## src/rtl/conv_frame_tx.sv

```systemverilog
// conv_frame_tx: frames a raw pixel stream into AXI-stream beats (tuser=SOF, tlast=EOL)
//   clk, rst                     clock, synchronous active-high reset
//   start_i, cfg_width_i/height_i  frame request and dimensions (sampled on accepted start)
//   busy_o, done_o, cfg_err_o, frame_cnt_o  status
//   s_tvalid_i/s_tdata_i/s_tready_o        raw pixel ingress
//   m_tvalid_o/m_tdata_o/m_tuser_o/m_tlast_o/m_tready_i  framed egress
module conv_frame_tx #(
  parameter int PIXEL_W = 8,
  parameter int DIM_W   = 11,
  parameter int FCNT_W  = 16
) (
  input  logic               clk,
  input  logic               rst,
  input  logic               start_i,
  input  logic [DIM_W-1:0]   cfg_width_i,
  input  logic [DIM_W-1:0]   cfg_height_i,
  output logic               busy_o,
  output logic               done_o,
  output logic               cfg_err_o,
  output logic [FCNT_W-1:0]  frame_cnt_o,
  input  logic               s_tvalid_i,
  input  logic [PIXEL_W-1:0] s_tdata_i,
  output logic               s_tready_o,
  output logic               m_tvalid_o,
  output logic [PIXEL_W-1:0] m_tdata_o,
  output logic               m_tuser_o,
  output logic               m_tlast_o,
  input  logic               m_tready_i
);
  localparam int BW = PIXEL_W + 2;
  typedef enum logic [1:0] {IDLE, RUN, DRAIN} state_t;
  state_t state_q, state_d;
  logic [DIM_W-1:0] col_q, col_d, row_q, row_d, wm1_q, wm1_d, hm1_q, hm1_d;
  logic [1:0] cnt_q, cnt_d;
  logic [BW-1:0] head_q, head_d, tail_q, tail_d, beat;
  logic [FCNT_W-1:0] fcnt_q, fcnt_d;
  logic s_rdy_q, s_rdy_d, done_q, done_d, err_q, err_d;
  logic push, pop, last_col;
  always_comb begin
    push = s_tvalid_i & s_rdy_q;
    pop = m_tready_i & (cnt_q != 2'd0);
    last_col = col_q == wm1_q;
    beat = {s_tdata_i, col_q == '0 && row_q == '0, last_col};
    state_d = state_q;
    col_d = col_q;
    row_d = row_q;
    wm1_d = wm1_q;
    hm1_d = hm1_q;
    fcnt_d = fcnt_q;
    done_d = 1'b0;
    err_d = 1'b0;
    case (state_q)
      IDLE: if (start_i) begin
        if (|cfg_width_i && |cfg_height_i) begin
          state_d = RUN;
          wm1_d = cfg_width_i - DIM_W'(1);
          hm1_d = cfg_height_i - DIM_W'(1);
          col_d = '0;
          row_d = '0;
        end else err_d = 1'b1;
      end
      RUN: if (push) begin
        col_d = last_col ? '0 : col_q + DIM_W'(1);
        row_d = last_col ? row_q + DIM_W'(1) : row_q;
        if (last_col && row_q == hm1_q) state_d = DRAIN;
      end
      DRAIN: if (cnt_q == 2'd0) begin
        state_d = IDLE;
        done_d = 1'b1;
        fcnt_d = fcnt_q + FCNT_W'(1);
      end
      default: state_d = IDLE;
    endcase
    cnt_d = cnt_q + 2'(push) - 2'(pop);
    // head is the presented beat; tail only matters when two beats are held
    head_d = pop ? (cnt_q == 2'd2 ? tail_q : beat) : (cnt_q == 2'd0 ? beat : head_q);
    tail_d = push ? beat : tail_q;
    // ready is registered from next-state occupancy, so no path from m_tready_i
    s_rdy_d = state_d == RUN && cnt_d < 2'd2;
  end
  always_ff @(posedge clk) begin
    if (rst) begin
      state_q <= IDLE;
      col_q <= '0;
      row_q <= '0;
      wm1_q <= '0;
      hm1_q <= '0;
      cnt_q <= '0;
      head_q <= '0;
      tail_q <= '0;
      fcnt_q <= '0;
      s_rdy_q <= 1'b0;
      done_q <= 1'b0;
      err_q <= 1'b0;
    end else begin
      state_q <= state_d;
      col_q <= col_d;
      row_q <= row_d;
      wm1_q <= wm1_d;
      hm1_q <= hm1_d;
      cnt_q <= cnt_d;
      head_q <= head_d;
      tail_q <= tail_d;
      fcnt_q <= fcnt_d;
      s_rdy_q <= s_rdy_d;
      done_q <= done_d;
      err_q <= err_d;
    end
  end
  assign busy_o = state_q != IDLE;
  assign done_o = done_q;
  assign cfg_err_o = err_q;
  assign frame_cnt_o = fcnt_q;
  assign s_tready_o = s_rdy_q;
  assign m_tvalid_o = cnt_q != 2'd0;
  assign m_tdata_o = head_q[BW-1:2];
  assign m_tuser_o = head_q[1];
  assign m_tlast_o = head_q[0];
endmodule

```

## config.mk

```make
export PLATFORM = sky130hd
export DESIGN_NAME = conv_frame_tx
export DESIGN_NICKNAME = d
export VERILOG_FILES = /design/src/rtl/conv_frame_tx.sv
export SDC_FILE = /design/constraint.sdc
export NUM_CORES = 1
export LEC_CHECK = 0
export CAP_MARGIN = 10
export CELL_PAD_IN_SITES_DETAIL_PLACEMENT = 0
export CELL_PAD_IN_SITES_GLOBAL_PLACEMENT = 1
export CORE_ASPECT_RATIO = 1.5
export CORE_MARGIN = 4
export CORE_UTILIZATION = 35
export DETAILED_ROUTE_END_ITERATION = 8
export GPL_TIMING_DRIVEN = 0
export PLACE_DENSITY = 0.67
export SLEW_MARGIN = 10
export SYNTH_ARGS = -nofsm -noshare
export SYNTH_HDL_FRONTEND = slang
export SYNTH_SLANG_ARGS = --single-unit
```

## constraint.sdc

```tcl
create_clock -name clk -period 3.2 [get_ports clk]
set_input_delay 0.96 -clock clk [delete_from_list [all_inputs] [get_ports clk]]
set_output_delay 0.96 -clock clk [all_outputs]
set_load 0.02 [all_outputs]
```

==> run summary <==
Synthesis instantiated 46 different standard cells from the library. The share of flip-flops with an asynchronous set or reset after synthesis was 0; the power after layout was 0.00297 W. The global-route usage over all layers was 0.169. The number of nets in the synthesized netlist is 582. The time the worst path needs with I/O delays and setup came out at 3080 ps.

Clock-pin slew was measured on the worst setup and hold paths at 70 ps. Share of layout cells above drive strength 1: 0.0681. The final routed wire length divided by cell count was 16.0 µm; the transition at the pin with the smallest max-transition slack was 762 ps.

The run finished with clean final reports. Synthesis produced 536 cells. For the worst-skew pair, the clock arrives at the later sink with an insertion delay of 340 ps. Max-cap violations in this run came to 0. The number of detailed-routing iterations run before antenna repair is 4, and the fraction of synthesized cell area taken by the top area cell type is 0.387. The run gives 66 as the I/O pin total. The share of the cycle needed by the critical path after routing came out at 0.964. The chip height was 147 µm; the CTS sink count was 87. Along the worst path, the maximum fanout reaches 11.

The first global-routing pass estimated 20000 µm of wire. The critical path in this run is classified as in2reg. In this run, CTS created clock tree buffers numbering 9. The floorplan step defined a die boundary enclosing 0.0148 mm². Placement row count: 50.

Summing all placed instances gives a cell area of 0.00533 mm². Input and output buffers added on the ports amount to 64. In this run the deepest clock path goes through 2 buffers. Counting flops with a built-in enable in the synthesized netlist gives 0.

From synthesis to final layout, the design area changed by 25.8%. The run gives 0 as the max-slew violation count. The total area inside the core boundary comes to 0.0125 mm².

TritonCTS built the clock tree. The post-synth design cell area was 0.00450 mm²; the number of vias in the routed layout was 4035. Wires add up to 12300 µm. Ranked by instance count, the synthesized netlist is headed by sky130_fd_sc_hd__dfxtp_1, sky130_fd_sc_hd__nor2_1, sky130_fd_sc_hd__nand2_1.

Of all cell types, the one taking the most synthesized area is sky130_fd_sc_hd__dfxtp_1. The tightest min-delay check is of the reg2reg type. The final count of hold timing violations was 0. Setup violations remaining at the end of the flow were counted as 0. The kind of start point of the critical path was an input port.

Among all flip-flop cells after synthesis, the most frequent one is sky130_fd_sc_hd__dfxtp_1. 0 antenna diodes ended up in the layout. The initial core utilization is 0.359, and the via density per instance is 5.22. During synthesis, Yosys emitted a total of 0 warnings. The total power density per cell area is 525 mW/mm². Hold repair after CTS inserted 0 buffers.

The logs give 0.492 for the worst slew margin relative to its limit and 0 for the number of antenna violations at the first check in global routing. Across the VDD grid, the largest voltage drop is 0.236 mV. The die span in x is 101 µm. The number of global-route vias before repair came out at 3965. The H-tree generated during clock tree synthesis spans 3 levels.

The peak clock frequency supported by timing was 324 MHz. Data arrives at the worst endpoint at 3300 ps. Required time at the endpoint of the critical path: 3420 ps.

The logs give 0 for the residual overflow from global routing and 0.844 for the weighted congestion reported at the end of routability-driven placement. The worst clock skew on the final layout is 5.16 ps. Setup repair after global routing could not meet its margin everywhere.

The clock root buffer master is sky130_fd_sc_hd__clkbuf_16. Entering global routing, the biggest net connects 16 pins. Number of nets in the layout: 658. The number of storage elements in the synthesis netlist is 87. STA classifies the critical path endpoint as a register. The detail route stage leaves a number of antenna-violating nets equal to 0. After the first detailed-routing iteration, the DRC count stood at 133. Ranked by total cell area, the synthesized netlist is headed by sky130_fd_sc_hd__dfxtp_1, sky130_fd_sc_hd__xor2_1, sky130_fd_sc_hd__a211oi_1.

In the post-synthesis netlist, the cell with the most instances is sky130_fd_sc_hd__dfxtp_1. The final HPWL from detailed placement was 9350 µm. For the total non-filler cell area in the finished layout, the log shows 0.00566 mm². The post-detailed-route DRC marker count was 0. The fraction of the yosys area taken by sequential cells was 0.387; the average cell area after synthesis was 8.39 µm².

The analysis attributes to cell leakage a power of 2.06 nW.
report_power, final:
group | total [W] | internal, W | switching [W] | leakage (nW)
Sequential | 0.00123 | 0.00117 | 0.0000595 | 0.710
Combinational | 0.000681 | 0.000291 | 0.000390 | 1.21
Clock | 0.00106 | 0.000610 | 0.000447 | 0.139
Total | 0.00297 | 0.00207 | 0.000896 | 2.06
final cells by class:
| type | count | area (µm²) |
|---|---|---|
| well taps | 156 | 195 |
| multi-input cells | 400 | 2560 |
| clock inverters | 6 | 67.6 |
| inverters | 16 | 60.1 |
| clock buffers | 10 | 229 |
| plain buffers | 32 | 144 |
| fillers | 1282 | 6860 |
| repair buffers | 66 | 656 |
| flip-flops and latches | 87 | 1740 |
critical path, stage by stage:
cell and delay (ps):
sky130_fd_sc_hd__clkdlybuf4s50_1 500, sky130_fd_sc_hd__and2_2 240, sky130_fd_sc_hd__inv_2 120, sky130_fd_sc_hd__buf_2 210
sky130_fd_sc_hd__ha_1 290, sky130_fd_sc_hd__inv_1 40, sky130_fd_sc_hd__ha_1 170, sky130_fd_sc_hd__xor2_1 180
sky130_fd_sc_hd__a211oi_1 240, sky130_fd_sc_hd__a31oi_1 80, sky130_fd_sc_hd__a2111oi_0 280
worst paths after layout:
path                endpoint  cells past startpoint       start  slack [ps]
setup / recovery  s_tready_o                     11  s_tvalid_i         120
setup reg to reg  s_tready_o                     10  s_tready_o         870
hold / removal     tail_q[3]                      2   tail_q[3]         450
hold reg to reg    tail_q[3]                      2   tail_q[3]         450
sequential cells by signal, summed over array words and instances (netlist names):
name and cells:
cnt_q 2, row_q 11, cfg_err_o 1, state_q 2
frame_cnt_o 16, s_tready_o 1, col_q 11, wm1_q 11
head_q 10, hm1_q 11, done_o 1, tail_q 10
metal layers:
metal / GRT usage / vias to the layer above / share of wire
met3: 0.0290 / 10 / 0.028
met5: 0 / - / 0
met4: 0.0499 / 0 / 0.014
li1: - / 2064 / -
met2: 0.298 / 52 / 0.52
met1: 0.208 / 1909 / 0.44
cell usage in the layout, fill, tap and decap left out, drive strengths merged, types with 2 or more instances in the layout:
master         Yosys  layout
nand3b             4       4
a21oi             22      22
inv               16      18
a31oi             10      10
and3               7       7
or2                3       3
a31o               2       2
nor2b              6       6
nor2              64      64
ha                11      11
nand2b             3       3
nor4              16      16
a211oi            33      33
nand2             51      51
xnor2             21      21
nor3              11      11
clkinvlp           0       2
nand4             12      12
o21a               2       2
nand3             30      30
buf                9      11
mux2i             12      12
xor2              33      33
a22oi              2       2
nor4b              4       4
clkdlybuf4s50      0      64
o21ai              4       4
clkbuf            24      33
o31ai              8       8
or3                4       4
or4               13      13
dfxtp             87      87
and2               4       4
per-stage QoR:
stage	worst slack, ps	instances	TNS [ps]	utilization	hold WS, ps
3_5_place_dp	-785	756	-6330	0.426	446
5_1_grt	-39.6	773	-39.6	0.452	475
4_1_cts	38.2	771	0	0.450	455
3_3_place_gp	-873	756	-6450	0.426	441
2_1_floorplan	229	536	0	-	436
6_report	116	773	0	0.452	454
kinds of logic after synthesis:
family	share of synthesized area
AND/OR/NAND/NOR	0.271
flip-flops	0.387
AO/OA/AOI/OAI	0.131
multiplexers	0.0292
buffers and inverters	0.0459
XOR/XNOR	0.105
adder cells (fa/ha/maj)	0.0306
what timing repair did:
action,CTS,global route
resized for setup,3,2
pin swaps,0,2
setup buffers,0,2
setup endpoints to repair,2,16
Power figures use the tool's default switching activity.
